--- config.mk ---
export PLATFORM = sky130hd
export DESIGN_NAME = mem_stage_ctrl
export DESIGN_NICKNAME = d
export VERILOG_FILES = /design/src/rtl/mem_pkg.sv /design/src/rtl/mem_fault_encode.sv /design/src/rtl/mem_stage_ctrl.sv
export SDC_FILE = /design/constraint.sdc
export NUM_CORES = 1
export LEC_CHECK = 0
export CAP_MARGIN = 20
export CORE_MARGIN = 2
export CORE_UTILIZATION = 46
export CTS_CLUSTER_DIAMETER = 200
export DETAILED_ROUTE_END_ITERATION = 12
export PLACE_DENSITY = 0.89
export SLEW_MARGIN = 20
export SYNTH_ARGS = -nofsm -noshare
export SYNTH_HDL_FRONTEND = slang
export SYNTH_SLANG_ARGS = --single-unit
--- constraint.sdc ---
create_clock -name clk -period 3.7 [get_ports clk]
set_input_delay 1.11 -clock clk [delete_from_list [all_inputs] [get_ports clk]]
set_output_delay 1.11 -clock clk [all_outputs]
set_load 0.02 [all_outputs]
--- src/rtl/mem_pkg.sv ---
// Shared types and constants for the memory pipeline stage.
// Holds access sizes, trap cause codes and the stage controller states.
package mem_pkg;

  typedef enum logic [1:0] {
    BYTE    = 2'b00,
    HALF    = 2'b01,
    WORD    = 2'b10,
    INVALID = 2'b11
  } mem_size_e;

  localparam logic [3:0] CAUSE_ILLEGAL        = 4'd2;
  localparam logic [3:0] CAUSE_LOAD_MISALIGN  = 4'd4;
  localparam logic [3:0] CAUSE_LOAD_ACCESS    = 4'd5;
  localparam logic [3:0] CAUSE_STORE_MISALIGN = 4'd6;
  localparam logic [3:0] CAUSE_STORE_ACCESS   = 4'd7;

  typedef enum logic [1:0] {
    IDLE  = 2'b00,
    ISSUE = 2'b01,
    WAIT  = 2'b10,
    DONE  = 2'b11
  } mem_stage_state_e;

endpackage

--- src/rtl/mem_fault_encode.sv ---
// Combinational fault prioritiser: turns memory unit fault flags into an mcause code.
// An op fault outranks a misaligned fault, which outranks an access fault.
module mem_fault_encode
  import mem_pkg::*;
(
  input  logic       op_fault,
  input  logic       addr_fault,
  input  logic       access_fault,
  input  logic       is_write,
  output logic       trap_valid,
  output logic [3:0] trap_cause
);

  always_comb begin
    trap_valid = 1'b0;
    trap_cause = 4'd0;
    if (op_fault) begin
      trap_valid = 1'b1;
      trap_cause = CAUSE_ILLEGAL;
    end else if (addr_fault) begin
      trap_valid = 1'b1;
      trap_cause = is_write ? CAUSE_STORE_MISALIGN : CAUSE_LOAD_MISALIGN;
    end else if (access_fault) begin
      trap_valid = 1'b1;
      trap_cause = is_write ? CAUSE_STORE_ACCESS : CAUSE_LOAD_ACCESS;
    end
  end

endmodule

--- src/rtl/mem_stage_ctrl.sv ---
// Memory stage controller: bypasses ALU results, sequences loads/stores onto the
// memory unit's available/busy protocol and emits a writeback or trap record.
module mem_stage_ctrl
  import mem_pkg::*;
#(
  parameter int unsigned XLEN      = 32,
  parameter int unsigned REG_IDX_W = 5
) (
  input  logic                 clk,
  input  logic                 reset_n,
  input  logic                 ex_valid,
  output logic                 ex_ready,
  input  logic                 ex_is_mem,
  input  logic                 ex_is_write,
  input  logic                 ex_is_unsigned,
  input  logic [1:0]           ex_op,
  input  logic [XLEN-1:0]      ex_addr,
  input  logic [XLEN-1:0]      ex_data,
  input  logic [REG_IDX_W-1:0] ex_rd,
  output logic                 mem_available,
  output logic                 mem_is_write,
  output logic                 mem_is_unsigned,
  output logic [1:0]           mem_op,
  output logic [XLEN-1:0]      mem_addr,
  output logic [XLEN-1:0]      mem_in,
  input  logic [XLEN-1:0]      mem_out,
  input  logic                 mem_busy,
  input  logic                 mem_op_fault,
  input  logic                 mem_addr_fault,
  input  logic                 mem_access_fault,
  output logic                 wb_valid,
  input  logic                 wb_ready,
  output logic                 wb_we,
  output logic [REG_IDX_W-1:0] wb_rd,
  output logic [XLEN-1:0]      wb_data,
  output logic                 trap_valid,
  output logic [3:0]           trap_cause,
  output logic [XLEN-1:0]      trap_value
);

  mem_stage_state_e     state_q, state_d;
  logic                 is_write_q, is_write_d;
  logic                 is_unsigned_q, is_unsigned_d;
  mem_size_e            op_q, op_d;
  logic [XLEN-1:0]      addr_q, addr_d;
  logic [XLEN-1:0]      data_q, data_d;
  logic [REG_IDX_W-1:0] rd_q, rd_d;
  logic                 busy_seen_q, busy_seen_d;
  logic                 first_wait_q, first_wait_d;
  logic                 wb_we_q, wb_we_d;
  logic [XLEN-1:0]      wb_data_q, wb_data_d;
  logic                 trap_valid_q, trap_valid_d;
  logic [3:0]           trap_cause_q, trap_cause_d;
  logic [XLEN-1:0]      trap_value_q, trap_value_d;

  logic       timeout;
  logic       enc_access;
  logic       enc_valid;
  logic [3:0] enc_cause;

  // A memory unit that neither faults nor raises busy by the second WAIT cycle is
  // treated as having rejected the access.
  assign timeout    = (state_q == WAIT) && !first_wait_q && !busy_seen_q && !mem_busy;
  assign enc_access = mem_access_fault | timeout;

  mem_fault_encode u_fault_encode (
    .op_fault     (mem_op_fault),
    .addr_fault   (mem_addr_fault),
    .access_fault (enc_access),
    .is_write     (is_write_q),
    .trap_valid   (enc_valid),
    .trap_cause   (enc_cause)
  );

  // Gated by reset so nothing is offered upstream while the stage is held in reset.
  assign ex_ready = reset_n && ((state_q == IDLE) || ((state_q == DONE) && wb_ready));

  assign mem_available   = (state_q == ISSUE) || (state_q == WAIT);
  assign mem_is_write    = is_write_q;
  assign mem_is_unsigned = is_unsigned_q;
  assign mem_op          = op_q;
  assign mem_addr        = addr_q;
  assign mem_in          = data_q;

  assign wb_valid   = (state_q == DONE);
  assign wb_we      = wb_we_q;
  assign wb_rd      = rd_q;
  assign wb_data    = wb_data_q;
  assign trap_valid = trap_valid_q;
  assign trap_cause = trap_cause_q;
  assign trap_value = trap_value_q;

  always_comb begin
    state_d       = state_q;
    is_write_d    = is_write_q;
    is_unsigned_d = is_unsigned_q;
    op_d          = op_q;
    addr_d        = addr_q;
    data_d        = data_q;
    rd_d          = rd_q;
    busy_seen_d   = busy_seen_q;
    first_wait_d  = first_wait_q;
    wb_we_d       = wb_we_q;
    wb_data_d     = wb_data_q;
    trap_valid_d  = trap_valid_q;
    trap_cause_d  = trap_cause_q;
    trap_value_d  = trap_value_q;

    unique case (state_q)
      IDLE: begin
      end
      ISSUE: begin
        state_d      = WAIT;
        first_wait_d = 1'b1;
        busy_seen_d  = mem_busy;
      end
      WAIT: begin
        first_wait_d = 1'b0;
        if ((first_wait_q && enc_valid) || timeout) begin
          state_d      = DONE;
          wb_we_d      = 1'b0;
          wb_data_d    = '0;
          trap_valid_d = 1'b1;
          trap_cause_d = enc_cause;
          trap_value_d = mem_op_fault ? '0 : addr_q;
        end else if (mem_busy) begin
          busy_seen_d = 1'b1;
        end else if (busy_seen_q) begin
          state_d      = DONE;
          wb_we_d      = !is_write_q;
          wb_data_d    = is_write_q ? '0 : mem_out;
          trap_valid_d = 1'b0;
          trap_cause_d = 4'd0;
          trap_value_d = '0;
        end
      end
      DONE: begin
        if (wb_ready) state_d = IDLE;
      end
      default: state_d = IDLE;
    endcase

    // Acceptance overrides the DONE->IDLE move so back-to-back requests are not stalled.
    if (ex_valid && ex_ready) begin
      is_write_d    = ex_is_write;
      is_unsigned_d = ex_is_unsigned;
      op_d          = mem_size_e'(ex_op);
      addr_d        = ex_addr;
      data_d        = ex_data;
      rd_d          = ex_rd;
      busy_seen_d   = 1'b0;
      first_wait_d  = 1'b0;
      if (ex_is_mem) begin
        state_d = ISSUE;
      end else begin
        state_d      = DONE;
        wb_we_d      = 1'b1;
        wb_data_d    = ex_data;
        trap_valid_d = 1'b0;
        trap_cause_d = 4'd0;
        trap_value_d = '0;
      end
    end
  end

  always_ff @(posedge clk or negedge reset_n) begin
    if (!reset_n) begin
      state_q       <= IDLE;
      is_write_q    <= 1'b0;
      is_unsigned_q <= 1'b0;
      op_q          <= BYTE;
      addr_q        <= '0;
      data_q        <= '0;
      rd_q          <= '0;
      busy_seen_q   <= 1'b0;
      first_wait_q  <= 1'b0;
      wb_we_q       <= 1'b0;
      wb_data_q     <= '0;
      trap_valid_q  <= 1'b0;
      trap_cause_q  <= 4'd0;
      trap_value_q  <= '0;
    end else begin
      state_q       <= state_d;
      is_write_q    <= is_write_d;
      is_unsigned_q <= is_unsigned_d;
      op_q          <= op_d;
      addr_q        <= addr_d;
      data_q        <= data_d;
      rd_q          <= rd_d;
      busy_seen_q   <= busy_seen_d;
      first_wait_q  <= first_wait_d;
      wb_we_q       <= wb_we_d;
      wb_data_q     <= wb_data_d;
      trap_valid_q  <= trap_valid_d;
      trap_cause_q  <= trap_cause_d;
      trap_value_q  <= trap_value_d;
    end
  end

endmodule

# Yosys cells after proc, flatten, opt, wreduce, memory -nomap -nowiden
# Index checks and enable logic that the tools add are counted.
[op_classes]
n_eq_ne = 8
n_mux = 53
bitwise_logic = 1
n_reduce_logical = 19
[ops]
columns = ["cell", "count"]
rows = [
  ["two-way mux 32 bit", 14],
  ["two-way mux 4 bit", 9],
  ["two-way mux 1 bit", 19],
  ["two-way mux 2 bit", 8],
  ["inequality test 4 x 2 -> 1 bit, second input constant", 2],
  ["logical AND 1 bit", 7],
  ["inequality test 3 x 2 -> 1 bit, second input constant", 2],
  ["one-hot mux 2 bit (3 select lines)", 1],
  ["== test 2 bit, second input constant", 2],
  ["logical NOT 1 bit", 4],
  ["one-hot mux 1 bit (2 select lines)", 2],
  ["AND reduction 4 bit", 1],
  ["nonzero test 4 bit", 1],
  ["logical OR 1 bit", 3],
  ["inequality test 3 x 1 -> 1 bit, second input constant", 1],
  ["AND reduction 3 bit", 1],
  ["nonzero test 3 bit", 1],
  ["== test 2 x 1 -> 1 bit, second input constant", 1],
  ["logical NOT 2 bit", 1],
  ["OR 1 bit", 1],
]
[totals]
ff_bits = 147
inputBits = 114
output_inout_bits = 146

# Longest topological paths before layout
[logic_depth]
ltp_word = 14
mapped_depth = 9
ltp_nobuf = 6

# By module
# From an unflattened synthesis, not the netlist that was laid out.
[unflattened]
hier_cells = 546
area_unflattened_um2 = 6359.8
[modules_own_cells]
columns = ["mod", "instances", "cells_each", "area_per_inst_um2", "seq_area_each_um2"]
rows = [
  ["mem_stage_ctrl", 1, 538, 6316.1, 3678.5],
  ["mem_fault_encode", 1, 8, 43.8, 0.0],
]

# Least setup slack after synthesis
# OpenSTA, ideal clock, no wires.
[synth_timing]
path_type = "input -> output"
startpoint = "in wb_ready"
endpoint = "out ex_ready"
arrival_ns = 1.547
required_time_ns = 2.590
setup_slack_ns = 1.043
path_stages = 2
n_path_buf = 0
path_cell_list = "a21oi_1 -> nor2b_1"
[synth_between]
elab_chain_cells = 3
[synth_lines]
columns = ["element", "line_no", "rtl"]
rows = [
  ["from (decl)", "mem_stage_ctrl.sv:32", "input logic wb_ready,"],
  ["logical AND 1 bit", "mem_stage_ctrl.sv:76", "assign ex_ready = reset_n && ((state_q == IDLE) || ((state_q == DONE) && wb_ready));"],
  ["logical OR 1 bit", "mem_stage_ctrl.sv:76", ""],
  ["logical AND 1 bit", "mem_stage_ctrl.sv:76", ""],
  ["to (decl)", "mem_stage_ctrl.sv:12", "output logic ex_ready,"],
]
# Every way passes these cells.

# Worst setup path after layout
# Same ends and word-level chain as after synthesis.

==> reports/results.ini <==
[final_layout]
final_common_cell = clkdlybuf4s50_1
nFillCells = 882
n_antenna_cell = 0
fin_area_um2 = 9550
postLayoutCoreUtil_pct = 72.7
drive_gt1_share_pct = 18.1
area_growth_pct = 55.6
multi_input_area_um2 = 2300
fin_cells = 915
regArea_um2 = 3680
final_cell_mix = clkdlybuf4s50_1 (258), dfrtp_1 (147), mux2_2 (72)
final_nets = 845

[pwr]
p_per_area_nw_per_um2 = 880
leakage_nw = 4.02
power_mw = 8.41
vdd_ir_drop_max_mv = 0.477

[global_routing]
track_usage_pct = 25.0
grt_most_used_layer = met2
grt_max_degree = 85
antenna_found_initial = 0
grt_pass1_vias = 5274
grt_use_met3_pct = 8.98
use_met1_pct = 28.0
use_met2_pct = 44.8
grt_pass1_wl_um = 27700
grt_overflow = 0

[critical_path]
critPathKind = in2out
crit_family = buffers and inverters
cp_common_cell = clkdlybuf4s50_1
crit_slowest_cell = clkdlybuf4s50_1
crit_chain = clkdlybuf4s50_1 -> a21oi_1 -> nor2b_1 -> clkdlybuf4s50_1
end_kind = output port
critPathLaunch = wb_ready
critPathLaunchType = input pin
critPathMaxStageDelay_ns = 0.61
arrival_ns = 2.44
crit_fanout = 2
critPathRequiredTime_ns = 2.59
critPathBufInv = 2
r2r-start = state_q[0]$_DFFE_PN0P_

[floorplanning]
ios = 260
initial_core_util_pct = 46.7
dieArea_um2 = 14300
coreArea_um2 = 13100
placementRows = 42
fp.dieH_um = 119
die_x_um = 119

[yosys]
synth-adder-area-share_pct = 1.02
synth_cell_types = 37
synth-main-ff-cell = dfrtp_1
synth_edf_count = 0
synth_xor_xnor_area_share_pct = 0
yosysTopAreaCell = dfrtp_1
synth_area_per_cell_um2 = 13.1
ys_seq_area_share_pct = 60.0
synth_cells = 468
yosysWarnings = 0
synth_top_area_share_pct = 60.0
syn_area_um2 = 6140
synth_mux_area_share_pct = 13.2
synth_top_family_by_area = compound AO/OA/AOI/OAI gates
synthSimpleGateAreaFrac_pct = 7.04
synth_compound_area_share_pct = 15.8
ys_top_cells_by_area = dfrtp_1 (60%), mux2_2 (13%), a22o_1 (4.7%)
synth_nets = 587
async_flop_share_pct = 100
ys_ff_latch = 147

[clock_network]
clkTransAtPathRegs_ns = 0.06
cts_tree = built
cts_root_buf = clkbuf_16
clock_sinks = 147
clock_latency_ns = 0.41
clock_path_buffers = 2
cts_resized = 0
h-tree-depth = 4
hold_buffers = 0
cts_inserted_buffers = 17
cts_setup_buffers = 0

[sta]
layout_min_cycle_time_ns = 3.55
setup_ws_ns = 0.148
max_slew.worst_pin.slew_ns = 1.05
period_share_pct = 96.0
holdWs_ns = 0.480
fmax_mhz = 282
finalHoldViolations = 0
tns_ns = 0
rsz0062_at_grt = false
drv_slew = 0
max-slew-margin-rel_pct = 29.8
clock_skew_ns = 0.00525
setup_violations = 0

[worst_hold_path]
min_from = trap_cause[2]$_DFF_PN0_
hold_class = reg2reg

[route]
first_pass_iters = 4
ant_nets = 0
drc = 0
num_vias = 4861
wl_per_cell_um = 19.0
drt_iter0_drc = 303
drt_wl_total_um = 17400
via_per_inst = 5.31

[placed_design]
dp_hpwl_um = 12200
dp_slack_ns = 0.158
routabilityCongestion = 0.849
io_buffer_count = 259
place_area_um2 = 8890
dp_cells = 883

[status]
status = finished clean

[flow_run]
timing.max_cap.violations = 0

==> sequential cells by signal (all words and copies together) (netlist names), 2 cells and up <==
register,flops
trap_cause,4
mem_in,32
wb_rd,5
mem_addr,32
trap_value,32
state_q,2
mem_op,2
wb_data,32
==> power by group <==
| part | internal (mW) | switching [mW] |
|---|---|---|
| clock network | 1.25 | 0.634 |
| logic | 1.89 | 1.95 |
| registers | 2.25 | 0.433 |
| total | 5.39 | 3.02 |
==> final cells by class <==
| cell class | instances | area share, % |
|---|---|---|
| Clock buffer | 22 | 4.97 |
| Timing Repair Buffer | 271 | 28.1 |
| Multi-Input combinational cell | 286 | 24.1 |
| Inverter | 3 | 0.118 |
| Tap cell | 176 | 2.31 |
| Sequential cell | 147 | 38.5 |
| Clock inverter | 10 | 1.86 |
==> cells in the mapped netlist, types with 2 or more instances <==
| cell | number |
|---|---|
| a21o_1 | 2 |
| a21oi_1 | 37 |
| a22o_1 | 33 |
| buf_2 | 17 |
| clkbuf_1 | 11 |
| dfrtp_1 | 147 |
| ha_1 | 5 |
| inv_1 | 3 |
| mux2_2 | 72 |
| nand2_1 | 37 |
| nand2b_1 | 3 |
| nor2_1 | 36 |
| nor2b_1 | 2 |
| nor3b_1 | 3 |
| nor4b_4 | 2 |
| o21ai_0 | 6 |
| o31ai_1 | 23 |
| o31ai_4 | 10 |
==> final timing paths <==
kind	slack [ns]	depth (start not counted)	end
max	0.15	4	ex_ready
min	0.48	1	trap_cause[2]$_DFF_PN0_
max reg2reg	1.28	6	wb_data[26]$_DFF_PN0_
min reg2reg	0.48	1	trap_cause[2]$_DFF_PN0_
max in group asynchronous	1.57	3	trap_value[20]$_DFF_PN0_
min in group asynchronous	0.91	2	wb_data[0]$_DFF_PN0_
==> per-layer routing <==
metal	part of all wire (%)	wire [µm]	up-vias
met5	0	0	-
met4	1.5	266	0
met3	8.2	1430	20
met2	53	9200	208
met1	37	6530	2425
li1	-	-	2208
==> logic make-up after synthesis <==
logic type	after synthesis
compound gates	119
fa+ha+maj	5
buf+inv	35
flops	147
mux	72
simple gates	90
Power figures use the tool's default switching activity.
